File: config.mk
export PLATFORM = sky130hd
export DESIGN_NAME = multdiv_sequencer
export DESIGN_NICKNAME = d
export VERILOG_FILES = /design/src/rtl/multdiv_pkg.sv /design/src/rtl/watchdog_counter.sv /design/src/rtl/multdiv_sequencer.sv
export SDC_FILE = /design/constraint.sdc
export NUM_CORES = 1
export LEC_CHECK = 0
export ABC_CLOCK_PERIOD_IN_PS = 3180
export CORE_MARGIN = 4
export CORE_UTILIZATION = 41
export CTS_CLUSTER_DIAMETER = 60
export DETAILED_ROUTE_END_ITERATION = 6
export GPL_ROUTABILITY_DRIVEN = 0
export MAX_ROUTING_LAYER = met4
export PLACE_DENSITY = 0.93
export REMOVE_ABC_BUFFERS = 1
export SLEW_MARGIN = 20
export SYNTH_ARGS = -nofsm -noshare
export SYNTH_HDL_FRONTEND = slang
export SYNTH_SLANG_ARGS = --single-unit
File: constraint.sdc
create_clock -name clock -period 3.18 [get_ports clock]
set_input_delay 0.318 -clock clock [delete_from_list [all_inputs] [get_ports clock]]
set_output_delay 0.318 -clock clock [all_outputs]
set_load 0.02 [all_outputs]
File: src/rtl/multdiv_pkg.sv
// Shared types and constants for the multiply/divide sequencer.
package multdiv_pkg;

  // Default watchdog limit, in cycles from unit start to unit ready.
  localparam int DEFAULT_MAX_CYCLES = 40;

  typedef enum logic [2:0] {
    IDLE,
    LAUNCH,
    MULT_WAIT,
    DIV_WAIT,
    DONE
  } state_t;

  typedef enum logic {
    OP_MULT,
    OP_DIV
  } op_t;

endpackage

File: src/rtl/watchdog_counter.sv
// Clearable, enabled up-counter that flags the MAX_CYCLES-th enabled cycle.
module watchdog_counter #(
  parameter int MAX_CYCLES = 40,
  parameter int CNT_W      = 6
) (
  input  logic clock,
  input  logic reset,
  input  logic clear,
  input  logic enable,
  output logic expired
);

  // The first enabled cycle sees count 0, so the MAX_CYCLES-th one sees MAX_CYCLES-1.
  localparam logic [CNT_W-1:0] LAST = CNT_W'(MAX_CYCLES - 1);

  logic [CNT_W-1:0] count;

  // Count enabled cycles; clear (or reset) restarts from zero.
  always_ff @(posedge clock) begin
    if (reset || clear) begin
      count <= '0;
    end else if (enable) begin
      count <= count + CNT_W'(1);
    end
  end

  assign expired = enable && (count >= LAST);

endmodule

File: src/rtl/multdiv_sequencer.sv
// Sequences one multiply or divide at a time through the shared units,
// with a watchdog, abort-on-new-command and a pipeline stall line.
//
// Unit handshake: mult_start/div_start is a one-cycle request; unit_opA/opB
// stay stable until the next command. The unit answers with a one-cycle
// ready whose data is valid only in that cycle. Readies are ignored unless
// the FSM is waiting on that specific unit.
module multdiv_sequencer
  import multdiv_pkg::*;
#(
  parameter int MAX_CYCLES = DEFAULT_MAX_CYCLES,
  parameter int CNT_W      = 6
) (
  input  logic        clock,
  input  logic        reset,
  input  logic        ctrl_MULT,
  input  logic        ctrl_DIV,
  input  logic [31:0] data_operandA,
  input  logic [31:0] data_operandB,
  output logic        mult_start,
  output logic        div_start,
  output logic [31:0] unit_opA,
  output logic [31:0] unit_opB,
  input  logic        mult_ready,
  input  logic [63:0] mult_product,
  input  logic        div_ready,
  input  logic [31:0] div_quotient,
  output logic [31:0] data_result,
  output logic        data_exception,
  output logic        data_resultRDY,
  output logic        stall,
  output state_t      dbg_state
);

  state_t      state, state_n;
  op_t         op, op_n;
  logic        cmd, div_zero, latch, capture, expired, waiting, mult_ovf;
  logic [31:0] res_n;
  logic        exc_n;

  assign cmd      = ctrl_MULT || ctrl_DIV;
  assign div_zero = !ctrl_MULT && ctrl_DIV && (data_operandB == 32'd0);
  assign waiting  = (state == MULT_WAIT) || (state == DIV_WAIT);
  // Signed overflow: the upper half is not a pure sign extension of bit 31.
  assign mult_ovf = mult_product[63:32] != {32{mult_product[31]}};

  watchdog_counter #(
    .MAX_CYCLES(MAX_CYCLES),
    .CNT_W     (CNT_W)
  ) u_watchdog (
    .clock  (clock),
    .reset  (reset),
    .clear  (state == LAUNCH),
    .enable (waiting),
    .expired(expired)
  );

  // Next-state and capture decode; a new command overrides whatever is in flight.
  always_comb begin
    state_n = state;
    op_n    = op;
    latch   = 1'b0;
    capture = 1'b0;
    res_n   = 32'd0;
    exc_n   = 1'b0;
    if (cmd) begin
      latch = 1'b1;
      op_n  = ctrl_MULT ? OP_MULT : OP_DIV;
      if (div_zero) begin
        state_n = DONE;
        capture = 1'b1;
        exc_n   = 1'b1;
      end else begin
        state_n = LAUNCH;
      end
    end else begin
      case (state)
        IDLE:   state_n = IDLE;
        LAUNCH: state_n = (op == OP_MULT) ? MULT_WAIT : DIV_WAIT;
        MULT_WAIT: begin
          if (mult_ready) begin
            state_n = DONE;
            capture = 1'b1;
            res_n   = mult_product[31:0];
            exc_n   = mult_ovf;
          end else if (expired) begin
            state_n = DONE;
            capture = 1'b1;
            exc_n   = 1'b1;
          end
        end
        DIV_WAIT: begin
          if (div_ready) begin
            state_n = DONE;
            capture = 1'b1;
            res_n   = div_quotient;
          end else if (expired) begin
            state_n = DONE;
            capture = 1'b1;
            exc_n   = 1'b1;
          end
        end
        DONE:    state_n = IDLE;
        default: state_n = IDLE;
      endcase
    end
  end

  // State, operand latch and result registers.
  always_ff @(posedge clock) begin
    if (reset) begin
      state          <= IDLE;
      op             <= OP_MULT;
      unit_opA       <= 32'd0;
      unit_opB       <= 32'd0;
      data_result    <= 32'd0;
      data_exception <= 1'b0;
    end else begin
      state <= state_n;
      op    <= op_n;
      if (latch) begin
        unit_opA <= data_operandA;
        unit_opB <= data_operandB;
      end
      if (capture) begin
        data_result    <= res_n;
        data_exception <= exc_n;
      end
    end
  end

  assign mult_start     = (state == LAUNCH) && (op == OP_MULT);
  assign div_start      = (state == LAUNCH) && (op == OP_DIV);
  assign data_resultRDY = (state == DONE);
  assign stall          = ((state == IDLE) && cmd) || (state == LAUNCH) || waiting;
  assign dbg_state      = state;

endmodule
==> flow_summary.toml <==
[status]
status = "finished clean"

[sta]
drv_slew = 0
tightest_slew_ns = 0.664
fin_crit_sh_pct = 73.3
hold_ws_ns = 0.342
period_minus_slack_ns = 2.33
fmaxAchievable_mhz = 429
final.setup_skew_ns = 0.0102
rsz0062_at_grt = "false"
finalSetupViolCount = 0
hold_viol_final = 0
slew_headroom_pct = 55.8
tns_ns = 0

[drt]
drt-wirelength-per-cell_um = 17.8
viasPerCell = 5.33
drt-initial-drc-count = 275
firstDrtPassIters = 5
wl_um = 15900
vias = 4754
final_antenna_net_count = 0
drc = 0

[finish]
n_antenna_cell = 0
layout-drive-gt1-share_pct = 9.26
syn2layout_area_growth_pct = 65.6
finish.instance_area_sq_um = 7450
layout.nets = 918
n_fill_cell = 744

[die]
coreArea_sq_um = 10500
io_pins = 270
dieArea_sq_um = 12700
die_y_um = 113
row_count = 37
start_util_pct = 42.8
die_x_um = 113

[critical_path]
end_kind = "primary output"
cp-start-kind = "register"
crit_required_ns = 2.86
critPathKind = "reg2out"
worstPathMaxFanout = 9
arrival_ns = 2.01
ff2ff_path_depth = 7

[logic_synthesis]
synth_area_sq_um = 4500
synth.top_cell.area_share_pct = 47.6
synth-seq-cells = 107
synthCells = 502
synth-seq-area-share_pct = 47.6
syn_area_per_cell_sq_um = 8.97
async_reset_ff_share_pct = 0
yosysWarnings = 0
synth_area_leaders = "dfxtp_1, nand2_1, o2bb2ai_2"
synth_edf_count = 0
synth_largest_area_cell = "dfxtp_1"
synthFlopType = "dfxtp_1"
synth_cell_types = 49

[clock_network]
root_buffer = "clkbuf_8"
tritoncts = "done"
clock-sinks = 107
cts_resized = 0
clk_latency_ns = 0.37
cts_made_buffers = 9
clk_pin_slew_ns = 0.10
cts_buffer_depth = 2
h-tree-depth = 3
cts_setup_buffers = 0
postCtsHoldBufs = 0

[power_and_ir_drop]
p_leak_nw = 2.64
ir_drop_mv = 0.286
total_power_mw = 2.93
power.density_nw_per_um2 = 393

[global_route]
grt-busiest-layer = "met2"
grt_pass1_vias = 4894
grt-ovfl-total = 0
grt_pass1_wl_um = 24500
grt_util_met3_pct = 7.81
grtUsageMet1_pct = 26.1
grtUsageMet2_pct = 41.9
grt_max_degree = 67
grt_use_total_pct = 24.8
antenna_found_initial = 0

[hold_path]
hold_depth = 2
min_path_type = "in2reg"

[flow_run]
max_cap_viol_count = 0

[placement]
portBuffers = 269
placed_area_sq_um = 7220
dp_hpwl_um = 12400
-- cell usage in the layout (no fill, tap or decap), types with 3 or more instances in the layout --
| cell type | n |
|---|---|
| clkdlybuf4s50_1 | 268 |
| nand2_1 | 137 |
| dfxtp_1 | 107 |
| a21oi_1 | 68 |
| a22oi_1 | 32 |
| o2bb2ai_2 | 30 |
| nor2_1 | 13 |
| nor4_1 | 11 |
| nor3_1 | 10 |
| clkbuf_8 | 9 |
| buf_4 | 8 |
| nand4_1 | 7 |
| nand3_1 | 5 |
| a31oi_1 | 4 |
| xor2_1 | 3 |
| inv_6 | 3 |
-- flip-flops by register name, indices dropped and copies added, names as in the netlist --
| register | flops |
|---|---|
| unit_opB | 32 |
| op | 1 |
| unit_opA | 32 |
| u_watchdog.count | 6 |
| data_result | 32 |
| dbg_state | 3 |
| data_exception | 1 |
-- logic make-up after synthesis --
group | count (synthesis) | share of synthesized area [%]
AND/OR/NAND/NOR | 202 | 20.3
AO/OA/AOI/OAI | 146 | 25.9
flip-flops | 107 | 47.6
buffers and inverters | 40 | 4.61
XOR/XNOR | 4 | 0.778
multiplexers | 2 | 0.584
adder cells (fa/ha/maj) | 1 | 0.278
-- worst paths after layout --
| kind | from | to | slack (ns) |
|---|---|---|---|
| max | dbg_state[0] | mult_start | 0.85 |
| min | reset | dbg_state[2] | 0.34 |
| max reg2reg | u_watchdog.count[0] | data_result[29] | 1.14 |
| min reg2reg | unit_opB[27] | unit_opB[27] | 0.46 |
-- metal layers --
layer  share of wire, %  wire length [um]  vias to the layer above
li1                   -                 -                     2269
met5                  0                 0                        -
met1                 37              5860                     2201
met2                 49              7810                      235
met3                 10              1600                       49
met4                3.9               613                        0
-- worst max-delay path: stages (launching register included) --
cell	delay, ns
dfxtp_1	0.54
nor3b_1	0.32
nor2b_1	0.17
clkdlybuf4s50_1	0.62
-- synth_stat cells (2+ instances only) --
cell type,instances
a21oi_1,68
a22oi_1,32
a31oi_1,4
and2_1,2
and3_1,2
buf_2,7
buf_6,5
clkbuf_1,24
dfxtp_1,107
nand2_1,137
nand3_1,5
nand4_1,7
nor2_1,14
nor3_1,10
nor4_1,11
o2bb2ai_1,2
o2bb2ai_2,30
or3_1,2
xor2_1,3
-- power breakdown --
part           total [mW]  leakage (nW)  switching (mW)  internal, mW
Clock               0.949         0.117           0.490         0.460
Sequential           1.42         0.878          0.0301          1.39
Combinational       0.555          1.64           0.242         0.314
Total                2.93          2.64           0.762          2.17
-- per-stage QoR --
stage               util, %  instances  worst slack [ns]
finish                 70.9        892             0.850
global placement       68.7        876             0.515
global route           70.9        892             0.698
floorplan                 -        463           -0.0407
CTS                    70.9        892             0.806
detailed placement     68.7        876             0.505
-- cell type report --
cell class / instances / area (sq um) / area share, %
Multi-Input combinational cell: 355 / 2160 / 29.0
Inverter: 1 / 3.75 / 0.0504
Timing Repair Buffer: 277 / 2750 / 36.9
Sequential cell: 107 / 2140 / 28.7
Tap cell: 136 / 170 / 2.28
Clock inverter: 7 / 106 / 1.43
Clock buffer: 9 / 124 / 1.66
No activity file was read; power rests on OpenSTA's default activity.
